$ cat config.mk
export PLATFORM = sky130hd
export DESIGN_NAME = muldiv_unit
export DESIGN_NICKNAME = d
export VERILOG_FILES = /design/src/rtl/muldiv_unit.sv
export SDC_FILE = /design/constraint.sdc
export NUM_CORES = 1
export LEC_CHECK = 0
export CELL_PAD_IN_SITES_DETAIL_PLACEMENT = 0
export CELL_PAD_IN_SITES_GLOBAL_PLACEMENT = 2
export CORE_MARGIN = 2
export CORE_UTILIZATION = 34
export DETAILED_ROUTE_END_ITERATION = 10
export PLACE_DENSITY = 0.84
export SYNTH_ARGS = -nofsm -noshare
export SYNTH_HDL_FRONTEND = slang
export SYNTH_SLANG_ARGS = --single-unit
$ cat constraint.sdc
create_clock -name clk -period 4.4 [get_ports clk]
set_input_delay 1.1 -clock clk [delete_from_list [all_inputs] [get_ports clk]]
set_output_delay 1.1 -clock clk [all_outputs]
set_load 0.005 [all_outputs]
$ cat src/rtl/muldiv_unit.sv
// Iterative multiply/divide unit holding the architectural HI/LO registers.
// One shift-add or restoring shift-subtract step per clock, then a sign-fixup cycle.
module muldiv_unit #(
    parameter int WIDTH = 32
) (
    input  logic             clk,
    input  logic             r_st,
    input  logic             start,
    input  logic [1:0]       op,
    input  logic [WIDTH-1:0] A,
    input  logic [WIDTH-1:0] B,
    input  logic             hi_we,
    input  logic             lo_we,
    output logic [WIDTH-1:0] HI,
    output logic [WIDTH-1:0] LO,
    output logic             busy,
    output logic             done
);

    localparam int CW = (WIDTH > 1) ? $clog2(WIDTH) : 1;

    typedef enum logic [1:0] {
        IDLE,
        CALC,
        SIGN
    } state_t;

    state_t state_q, state_d;

    logic [CW-1:0]    cnt_q, cnt_d;
    logic [1:0]       op_q, op_d;
    logic             signA_q, signA_d;
    logic             signB_q, signB_d;
    logic [WIDTH-1:0] aOrig_q, aOrig_d;
    logic [WIDTH-1:0] opB_q, opB_d;
    logic [WIDTH-1:0] accHi_q, accHi_d;
    logic [WIDTH-1:0] accLo_q, accLo_d;
    logic [WIDTH-1:0] hi_q, hi_d;
    logic [WIDTH-1:0] lo_q, lo_d;
    logic             busy_q, busy_d;
    logic             done_q, done_d;

    // accHi/accLo hold the partial product for multiply, or remainder/quotient for divide
    logic [WIDTH:0]     addSum;
    logic [WIDTH:0]     remShift;
    logic [WIDTH:0]     remDiff;
    logic [2*WIDTH-1:0] prod;
    logic [2*WIDTH-1:0] prodFinal;

    assign addSum    = {1'b0, accHi_q} + {1'b0, ({WIDTH{accLo_q[0]}} & opB_q)};
    assign remShift  = {accHi_q, accLo_q[WIDTH-1]};
    assign remDiff   = remShift - {1'b0, opB_q};
    assign prod      = {accHi_q, accLo_q};
    assign prodFinal = (signA_q ^ signB_q) ? -prod : prod;

    always_comb begin
        state_d = state_q;
        cnt_d   = cnt_q;
        op_d    = op_q;
        signA_d = signA_q;
        signB_d = signB_q;
        aOrig_d = aOrig_q;
        opB_d   = opB_q;
        accHi_d = accHi_q;
        accLo_d = accLo_q;
        hi_d    = hi_q;
        lo_d    = lo_q;
        done_d  = 1'b0;

        case (state_q)
            IDLE: begin
                if (hi_we) hi_d = A;
                if (lo_we) lo_d = A;
                if (start) begin
                    op_d    = op;
                    signA_d = op[0] & A[WIDTH-1];
                    signB_d = op[0] & B[WIDTH-1];
                    aOrig_d = A;
                    accLo_d = (op[0] & A[WIDTH-1]) ? -A : A;
                    opB_d   = (op[0] & B[WIDTH-1]) ? -B : B;
                    accHi_d = '0;
                    cnt_d   = '0;
                    state_d = CALC;
                end
            end
            CALC: begin
                if (op_q[1]) begin
                    // remDiff's top bit is the borrow: set means the trial subtract failed
                    if (!remDiff[WIDTH]) begin
                        accHi_d = remDiff[WIDTH-1:0];
                        accLo_d = {accLo_q[WIDTH-2:0], 1'b1};
                    end else begin
                        accHi_d = remShift[WIDTH-1:0];
                        accLo_d = {accLo_q[WIDTH-2:0], 1'b0};
                    end
                end else begin
                    {accHi_d, accLo_d} = {addSum, accLo_q[WIDTH-1:1]};
                end
                cnt_d = cnt_q + 1'b1;
                if (cnt_q == CW'(WIDTH - 1)) state_d = SIGN;
            end
            SIGN: begin
                if (op_q[1]) begin
                    if (opB_q == '0) begin
                        hi_d = aOrig_q;
                        lo_d = '1;
                    end else begin
                        hi_d = signA_q ? -accHi_q : accHi_q;
                        lo_d = (signA_q ^ signB_q) ? -accLo_q : accLo_q;
                    end
                end else begin
                    {hi_d, lo_d} = prodFinal;
                end
                done_d  = 1'b1;
                state_d = IDLE;
            end
            default: state_d = IDLE;
        endcase

        busy_d = (state_d != IDLE);
    end

    always_ff @(posedge clk) begin
        if (r_st) begin
            state_q <= IDLE;
            cnt_q   <= '0;
            op_q    <= '0;
            signA_q <= 1'b0;
            signB_q <= 1'b0;
            aOrig_q <= '0;
            opB_q   <= '0;
            accHi_q <= '0;
            accLo_q <= '0;
            hi_q    <= '0;
            lo_q    <= '0;
            busy_q  <= 1'b0;
            done_q  <= 1'b0;
        end else begin
            state_q <= state_d;
            cnt_q   <= cnt_d;
            op_q    <= op_d;
            signA_q <= signA_d;
            signB_q <= signB_d;
            aOrig_q <= aOrig_d;
            opB_q   <= opB_d;
            accHi_q <= accHi_d;
            accLo_q <= accLo_d;
            hi_q    <= hi_d;
            lo_q    <= lo_d;
            busy_q  <= busy_d;
            done_q  <= done_d;
        end
    end

    assign HI   = hi_q;
    assign LO   = lo_q;
    assign busy = busy_q;
    assign done = done_q;

endmodule

==> results of run 1 <==
-- cell usage after synthesis (all sizes together) (5+ instances only) --
library cell / instances / area, um^2
o22ai: 10 / 62.6
ha: 70 / 876
mux2i: 43 / 430
a221o: 9 / 90.1
nor2b: 15 / 93.8
o21ai: 129 / 646
nor3b: 7 / 52.6
nand2: 244 / 916
nand3b: 7 / 52.6
o211ai: 24 / 180
o41ai: 18 / 184
a31oi: 21 / 131
a2111oi: 5 / 45.0
dfxtp: 204 / 4080
a311oi: 12 / 105
a21o: 28 / 210
or2: 12 / 75.1
nand2b: 17 / 106
nor4: 27 / 175
a211oi: 107 / 803
or3: 20 / 140
nor3: 50 / 250
and3: 21 / 131
inv: 62 / 233
nor2: 237 / 890
nand4: 20 / 125
a22oi: 18 / 135
and2: 17 / 106
o21bai: 9 / 67.6
a221oi: 12 / 105
o21a: 7 / 52.6
xnor2: 82 / 718
clkbuf: 170 / 639
xor2: 90 / 788
a21oi: 236 / 1180
nand3: 30 / 150
o221ai: 32 / 280
a41oi: 5 / 43.8
or4: 15 / 135
o31ai: 28 / 210
buf: 15 / 75.1
-- cell type report --
cell class	instances	share of cell area (%)
Clock inverter	12	0.751
Tap cell	607	3.96
Clock buffer	36	3.85
Sequential cell	204	21.3
Multi-Input combinational cell	1768	58.1
Timing Repair Buffer	228	10.8
Inverter	63	1.23
-- cell families after synthesis --
family / count (synthesis) / synth area share, %
muxes: 44 / 2.74
DFF: 204 / 25.3
xor gates and xnor gates: 172 / 9.34
AOI/OAI and AO/OA: 737 / 29.7
and+or+nand+nor: 743 / 21.3
adders and majority gates: 72 / 5.68
buffers and inverters: 249 / 5.96
-- how the worst max path moves through the flow --
stage	depth (start not counted)	end	start	slack [ns]
after floorplan	9	opB_q[30]	B[10]	0.44
after global placement	10	opB_q[30]	B[10]	-0.11
after detailed placement	10	opB_q[30]	B[10]	-0.15
after CTS	10	opB_q[30]	B[10]	0.44
after global routing	12	accHi_q[28]	accLo_q[31]	0.01
final	12	accHi_q[1]	accLo_q[31]	0.39
-- flip-flops by register name (all words and copies together) (netlist names), 2 cells and up --
| signal | cells |
|---|---|
| HI | 32 |
| LO | 32 |
| aOrig_q | 32 |
| accHi_q | 32 |
| accLo_q | 32 |
| opB_q | 32 |
| cnt_q | 5 |
| state_q | 2 |
-- metal layers --
metal | part of all wire (%) | GRT usage [%]
met3 | 6.5 | 3.66
met1 | 48 | 35.0
met4 | 2.6 | 6.84
met5 | 0 | 0
met2 | 43 | 37.2
-- power by group --
group          internal, W  leakage (nW)  switching, W
Combinational     0.000643          5.16      0.000972
Sequential         0.00197          1.68      0.000134
Clock              0.00130         0.428      0.000915
-- worst max-delay path, delay by kind of cell (launching register included) --
kind | cells | cell delay (ns)
adder cells (fa/ha/maj) | 2 | 0.58
flip-flops | 1 | 0.36
AO/OA/AOI/OAI | 5 | 1.30
AND/OR/NAND/NOR | 2 | 0.48
XOR/XNOR | 1 | 0.81
buffers and inverters | 2 | 0.38
-- through the flow --
step	total power, W	setup TNS, ns
2_1_floorplan	0.00312	0
3_3_place_gp	0.00372	-0.222
3_5_place_dp	0.00373	-0.318
4_1_cts	0.00596	0
5_1_grt	0.00622	0
6_report	0.00593	0
==> Flow_metrics.wiki, run 1 <==
{| class="wikitable"
! Metric !! Value
|-
| Status || finished with violations
|-
| Violated checks || design-rule violations
|-
| DR vias || 16900
|-
| Post-detailed-routing wire length || 61.1 mm
|-
| Critical Path Fanout Max || 7
|-
| Cells after Synth || 2221
|-
| Initial drt markers || 1346
|-
| Number of nets in the final layout || 2434
|-
| GR Util All Layers || 24.2%
|-
| Number of buffers inserted by hold repair at cts || 0
|-
| Clock latency on the worst-skew pair || 0.56 ns
|-
| First-pass GRT wire length || 95.2 mm
|-
| Most frequent cells in the layout || 244 x nand2_1, 236 x a21oi_1, 234 x nor2_1, 203 x dfxtp_1, 135 x clkdlybuf4s50_1
|-
| Hold Vio Cnt, Final || 0
|-
| Warnings from Yosys || 0
|-
| Fillers || 4921
|-
| Required @ worst endpoint || 4.86 ns
|-
| Root Driver || clkbuf_16
|-
| Layout Cell Area excl Fill || 19200 um^2
|-
| Final clock period utilization by the worst path || 91.2%
|-
| Data arrival at the endpoint of the critical path || 4.47 ns
|-
| Initial Util || 34.6%
|-
| Share of the yosys chip area belonging to registers || 25.3%
|-
| Placeable core region || 46700 um^2
|-
| Worst setup timing slack at the placement stage || -0.148 ns
|-
| Slew Limit Fails || 0
|-
| Placed Area || 18300 um^2
|-
| Yosys reg bits || 204
|-
| Multi-input combinational cell area || 11100 um^2
|-
| Layout overhead on the synthesized area || 18.9%
|-
| Io pins || 137
|-
| Post-synthesis net count || 2364
|-
| Die outline area || 49200 um^2
|-
| Worst Hold Class || flip-flop to flip-flop
|-
| Share of flip-flops with an asynchronous set or reset after synthesis || 0%
|-
| Die Ht || 222 um
|-
| Vias in the first global route || 16200
|-
| Leading register cell type out of synthesis || dfxtp_1
|-
| H-Tree Level Count || 1
|-
| Total setup buffers inserted after CTS || 0
|-
| Largest stage delay on the critical path || 0.81 ns
|-
| Largest clock skew in the final design || 0.0216 ns
|-
| Quantity of gates resized following cts || 0
|-
| Capturing point of the worst reg2reg path || accHi_q[1]
|-
| # Max-Cap Violations || 0
|-
| Placed wire-length estimate || 46.2 mm
|-
| Worst Reg-to-Reg Cells || 12
|-
| Worst hold path cell count || 2
|-
| Number of placed instances, taps included || 2870
|-
| Gp weighted congestion || 0.899
|-
| Num CTS Buffers || 26
|-
| Number of nets with antenna violations after routing || 0
|-
| Synthesized cell area || 16100 um^2
|-
| Endpoints failing setup || 0
|-
| Upper clock frequency limit || 249 MHz
|-
| Seq. cell area || 4090 um^2
|-
| Worst voltage drop across the vdd grid || 240 uV
|-
| Routed WL per cell || 20.9 um
|-
| Power per Cell Area || 309 nW/um^2
|-
| EDFF count, synth || 0
|-
| Post-synthesis average cell area || 7.26 um^2
|-
| Number of detailed-route iterations in the first pass || 8
|-
| Standard cell with the maximum stage delay on the critical path || xnor2_1
|-
| Count of buffers inserted at the top-level ports || 136
|-
| Crit start category || flip-flop
|-
| Hold Crit Endpoint || LO[4]
|-
| Startpoint of the worst-slack reg-to-reg timing path || accLo_q[31]
|-
| Critical path class || flip-flop to flip-flop
|-
| Smallest hold slack || 0.450 ns
|-
| Final setup margin || 0.386 ns
|-
| Floorplan die width || 222 um
|-
| Antenna violations before repair || 0
|-
| Most common cell after layout, fill and taps aside || nand2_1
|-
| Final critical-path required period || 4.01 ns
|-
| Relative slew slack || 24.2%
|-
| Transition time of the tightest slew-check pin || 1.13 ns
|-
| Largest buffer count on any clock path || 3
|-
| Total clock sinks || 204
|-
| Pin count of the biggest net entering global routing || 73
|-
| Post-route DRC || 6
|-
| Count of different cell masters after synthesis || 75
|-
| Ratio of cells with drive above 1 in the final layout || 7.66%
|-
| GRT overflow || 0
|-
| Worst-path clk slew || 0.06 ns
|-
| Post-Layout Cell Count || 2918
|-
| Diodes inserted || 0
|-
| Clock tree from TritonCTS || done
|-
| Cells along the critical path || inv_1, ha_1, fa_1, nor2b_1, o31a_1, o21ai_0, a311oi_1, nor2_1, xnor2_1, buf_4, o211ai_1, a211oi_1
|-
| Endpoint class of the critical path || flip-flop
|-
| R2R Setup Slk || 0.39 ns
|-
| Routed via count divided by cell count || 5.81
|-
| Leakage component of the power || 7.26 nW
|-
| Min-delay src || LO[4]
|-
| Unrepaired setup endpoints after global routing || no
|-
| Number of placement rows || 79
|-
| Fin util || 41.1%
|}
Note: power is estimated with default switching activity, not from simulation.
==> run 2, diff against run 1 <==
Settings changed: RECOVER_POWER set to 50.
==> run 2 against run 1 <==
The flow finishes with violations (design-rule violations, max-capacitance violations, max-slew violations). Clock skew down 0.0039 ns. Register-to-register slack worse by 0.04 ns. Maximum frequency down 0.93%. Wire length about the same. Combinational power about the same.
==> Flow_metrics.wiki, run 2 (synthesis results as in run 1) <==
{| class="wikitable"
! Metric !! Value
|-
| Status || finished with violations (unchanged)
|-
| Violated checks || design-rule violations, max-capacitance violations, max-slew violations (was design-rule violations)
|-
| Standard cell with the maximum stage delay on the critical path || xnor2_1 (unchanged)
|-
| Worst Reg-to-Reg Cells || 12 (unchanged)
|-
| Number of nets in the final layout || 2434 (unchanged)
|-
| Worst-path clk slew || 0.06 ns (about the same)
|-
| Critical path launch point || accLo_q[31] (unchanged)
|-
| Dominant delay contributor by cell family on the critical path || compound AO/OA/AOI/OAI gates (unchanged)
|-
| GRT overflow || 0 (unchanged)
|-
| Number of buffers inserted by hold repair at cts || 0 (unchanged)
|-
| Routed via count divided by cell count || 5.83 (was 5.81)
|-
| Total setup buffers inserted after CTS || 0 (unchanged)
|-
| GR Util All Layers || 24.2% (unchanged)
|-
| Number of detailed-route iterations in the first pass || 8 (unchanged)
|-
| Pin count of the biggest net entering global routing || 73 (unchanged)
|-
| Leakage component of the power || 7.40 nW (was 7.26 nW)
|-
| Total power || 0.00591 W (was 0.00593 W)
|-
| Floorplan die width || 222 um (unchanged)
|-
| Post-detailed-routing wire length || 61.1 mm (about the same)
|-
| Quantity of gates resized following cts || 0 (unchanged)
|-
| Final clock period utilization by the worst path || 92.1% (was 91.2%)
|-
| Largest clock skew in the final design || 0.0177 ns (was 0.0216 ns)
|-
| Worst setup path end || accHi_q[1] (unchanged)
|-
| Die Ht || 222 um (unchanged)
|-
| Count of buffers inserted at the top-level ports || 136 (unchanged)
|-
| R2R Setup Slk || 0.35 ns (was 0.39 ns)
|-
| Power per Cell Area || 309 nW/um^2 (about the same)
|-
| First-pass GRT wire length || 95.2 mm (unchanged)
|-
| Setup TNS || 0 ns (unchanged)
|-
| Routed WL per cell || 20.9 um (about the same)
|-
| Final critical-path required period || 4.05 ns (was 4.01 ns)
|-
| Slew Limit Fails || 174 (was 0)
|-
| Die outline area || 49200 um^2 (unchanged)
|-
| Gp weighted congestion || 0.899 (unchanged)
|-
| Hold Vio Cnt, Final || 0 (unchanged)
|-
| Num CTS Buffers || 26 (unchanged)
|-
| Endpoints failing setup || 0 (unchanged)
|-
| Endpoint class of the critical path || flip-flop (unchanged)
|-
| Vias in the first global route || 16200 (unchanged)
|-
| Clock latency on the worst-skew pair || 0.56 ns (about the same)
|-
| Worst Hold Class || flip-flop to flip-flop (unchanged)
|-
| Fillers || 4936 (was 4921)
|-
| Layout overhead on the synthesized area || 18.5% (was 18.9%)
|-
| Initial drt markers || 1222 (was 1346)
|-
| # Max-Cap Violations || 4 (was 0)
|-
| Diodes inserted || 0 (unchanged)
|-
| Root Driver || clkbuf_16 (unchanged)
|-
| H-Tree Level Count || 1 (unchanged)
|-
| Most common cell after layout, fill and taps aside || nand2_1 (unchanged)
|-
| Largest buffer count on any clock path || 3 (unchanged)
|-
| Upper clock frequency limit || 247 MHz (was 249 MHz)
|-
| Placed wire-length estimate || 46.2 mm (unchanged)
|-
| Placeable core region || 46700 um^2 (unchanged)
|-
| Total clock sinks || 204 (unchanged)
|-
| Initial Util || 34.6% (unchanged)
|-
| CP Depth || 12 (unchanged)
|-
| Capturing point of the worst reg2reg path || accHi_q[1] (unchanged)
|-
| Critical path class || flip-flop to flip-flop (unchanged)
|-
| Crit start category || flip-flop (unchanged)
|-
| Worst voltage drop across the vdd grid || 240 uV (about the same)
|-
| DR vias || 17000 (was 16900)
|-
| Unrepaired setup endpoints after global routing || no (unchanged)
|-
| Data arrival at the endpoint of the critical path || 4.51 ns (was 4.47 ns)
|-
| Transition time of the tightest slew-check pin || 2.32 ns (was 1.13 ns)
|-
| Most frequent cells in the layout || 244 x nand2_1, 236 x a21oi_1, 235 x nor2_1, 203 x dfxtp_1, 129 x o21ai_0 (was 244 x nand2_1, 236 x a21oi_1, 234 x nor2_1, 203 x dfxtp_1, 135 x clkdlybuf4s50_1)
|-
| Startpoint of the worst-slack reg-to-reg timing path || accLo_q[31] (unchanged)
|-
| Post-route DRC || 6 (unchanged)
|-
| Buffering stage count on the worst path with inverters included || 2 (unchanged)
|-
| Number of placement rows || 79 (unchanged)
|-
| Antenna violations before repair || 0 (unchanged)
|-
| Clock tree from TritonCTS || done (unchanged)
|-
| Io pins || 137 (unchanged)
|-
| Ratio of cells with drive above 1 in the final layout || 7.27% (was 7.66%)
|-
| Critical Path Fanout Max || 7 (unchanged)
|-
| Cells along the critical path || inv_1, ha_1, fa_1, nor2b_1, o31a_1, o21ai_0, a311oi_1, nor2_1, xnor2_1, buf_4, o211ai_1, a211oi_1 (unchanged)
|-
| Relative slew slack || -54.6% (was 24.2%)
|-
| Number of nets with antenna violations after routing || 0 (unchanged)
|-
| Largest stage delay on the critical path || 0.79 ns (was 0.81 ns)
|-
| Required @ worst endpoint || 4.86 ns (about the same)
|}
-- run 2: worst min path at each step --
| stage | startpoint | endpoint | cells past startpoint |
|---|---|---|---|
| after floorplan | aOrig_q[11] | aOrig_q[11] | 2 |
| after detailed placement | HI[30] | HI[30] | 2 |
| final | LO[4] | LO[4] | 2 |
| after global placement | aOrig_q[4] | aOrig_q[4] | 2 |
| after global routing | aOrig_q[30] | aOrig_q[30] | 2 |
| after CTS | HI[30] | HI[30] | 2 |
-- run 2: area by class of cell --
type / instances / area, um^2 / area share (%)
clock buffer: 36 / 738 / 3.86
clock inverter: 12 / 144 / 0.753
inverter: 63 / 236 / 1.24
multi-input combinational: 1768 / 11100 / 58.2
sequential: 204 / 4090 / 21.4
tap: 607 / 759 / 3.97
timing repair buffer: 228 / 2020 / 10.6
-- run 2: per-stage QoR --
stage / setup WS (ns) / util (%) / std cells / area, um^2 / hold WS (ns)
global placement: -0.115 / 39.2 / 2870 / 18300 / 0.441
floorplan: 0.438 / - / 2221 / 16100 / 0.433
detailed placement: -0.148 / 39.2 / 2870 / 18300 / 0.444
global route: 0.0135 / 41.0 / 2918 / 19100 / 0.471
CTS: 0.437 / 41.1 / 2918 / 19200 / 0.453
finish: 0.349 / 41.0 / 2918 / 19100 / 0.447
-- run 2: metal layers --
layer / vias to the layer above / global-route usage [%] / routed length (um)
met1: 8155 / 35.0 / 29100
met3: 82 / 3.66 / 4050
met5: - / 0 / 0
met2: 544 / 37.2 / 26300
met4: 0 / 6.84 / 1640
li1: 8221 / - / -
-- run 2: worst reg2reg max path: cells and delay by family, from the launching register on --
kind | cells | cell delay [ns]
AND/OR/NAND/NOR | 2 | 0.48
AO/OA/AOI/OAI | 5 | 1.34
flip-flops | 1 | 0.36
adder cells (fa/ha/maj) | 2 | 0.58
buffers and inverters | 2 | 0.38
XOR/XNOR | 1 | 0.80
-- run 2: report_power, final --
part / switching, W / internal [W]
Clock: 0.000913 / 0.00130
Sequential: 0.000132 / 0.00197
Combinational: 0.000973 / 0.000624
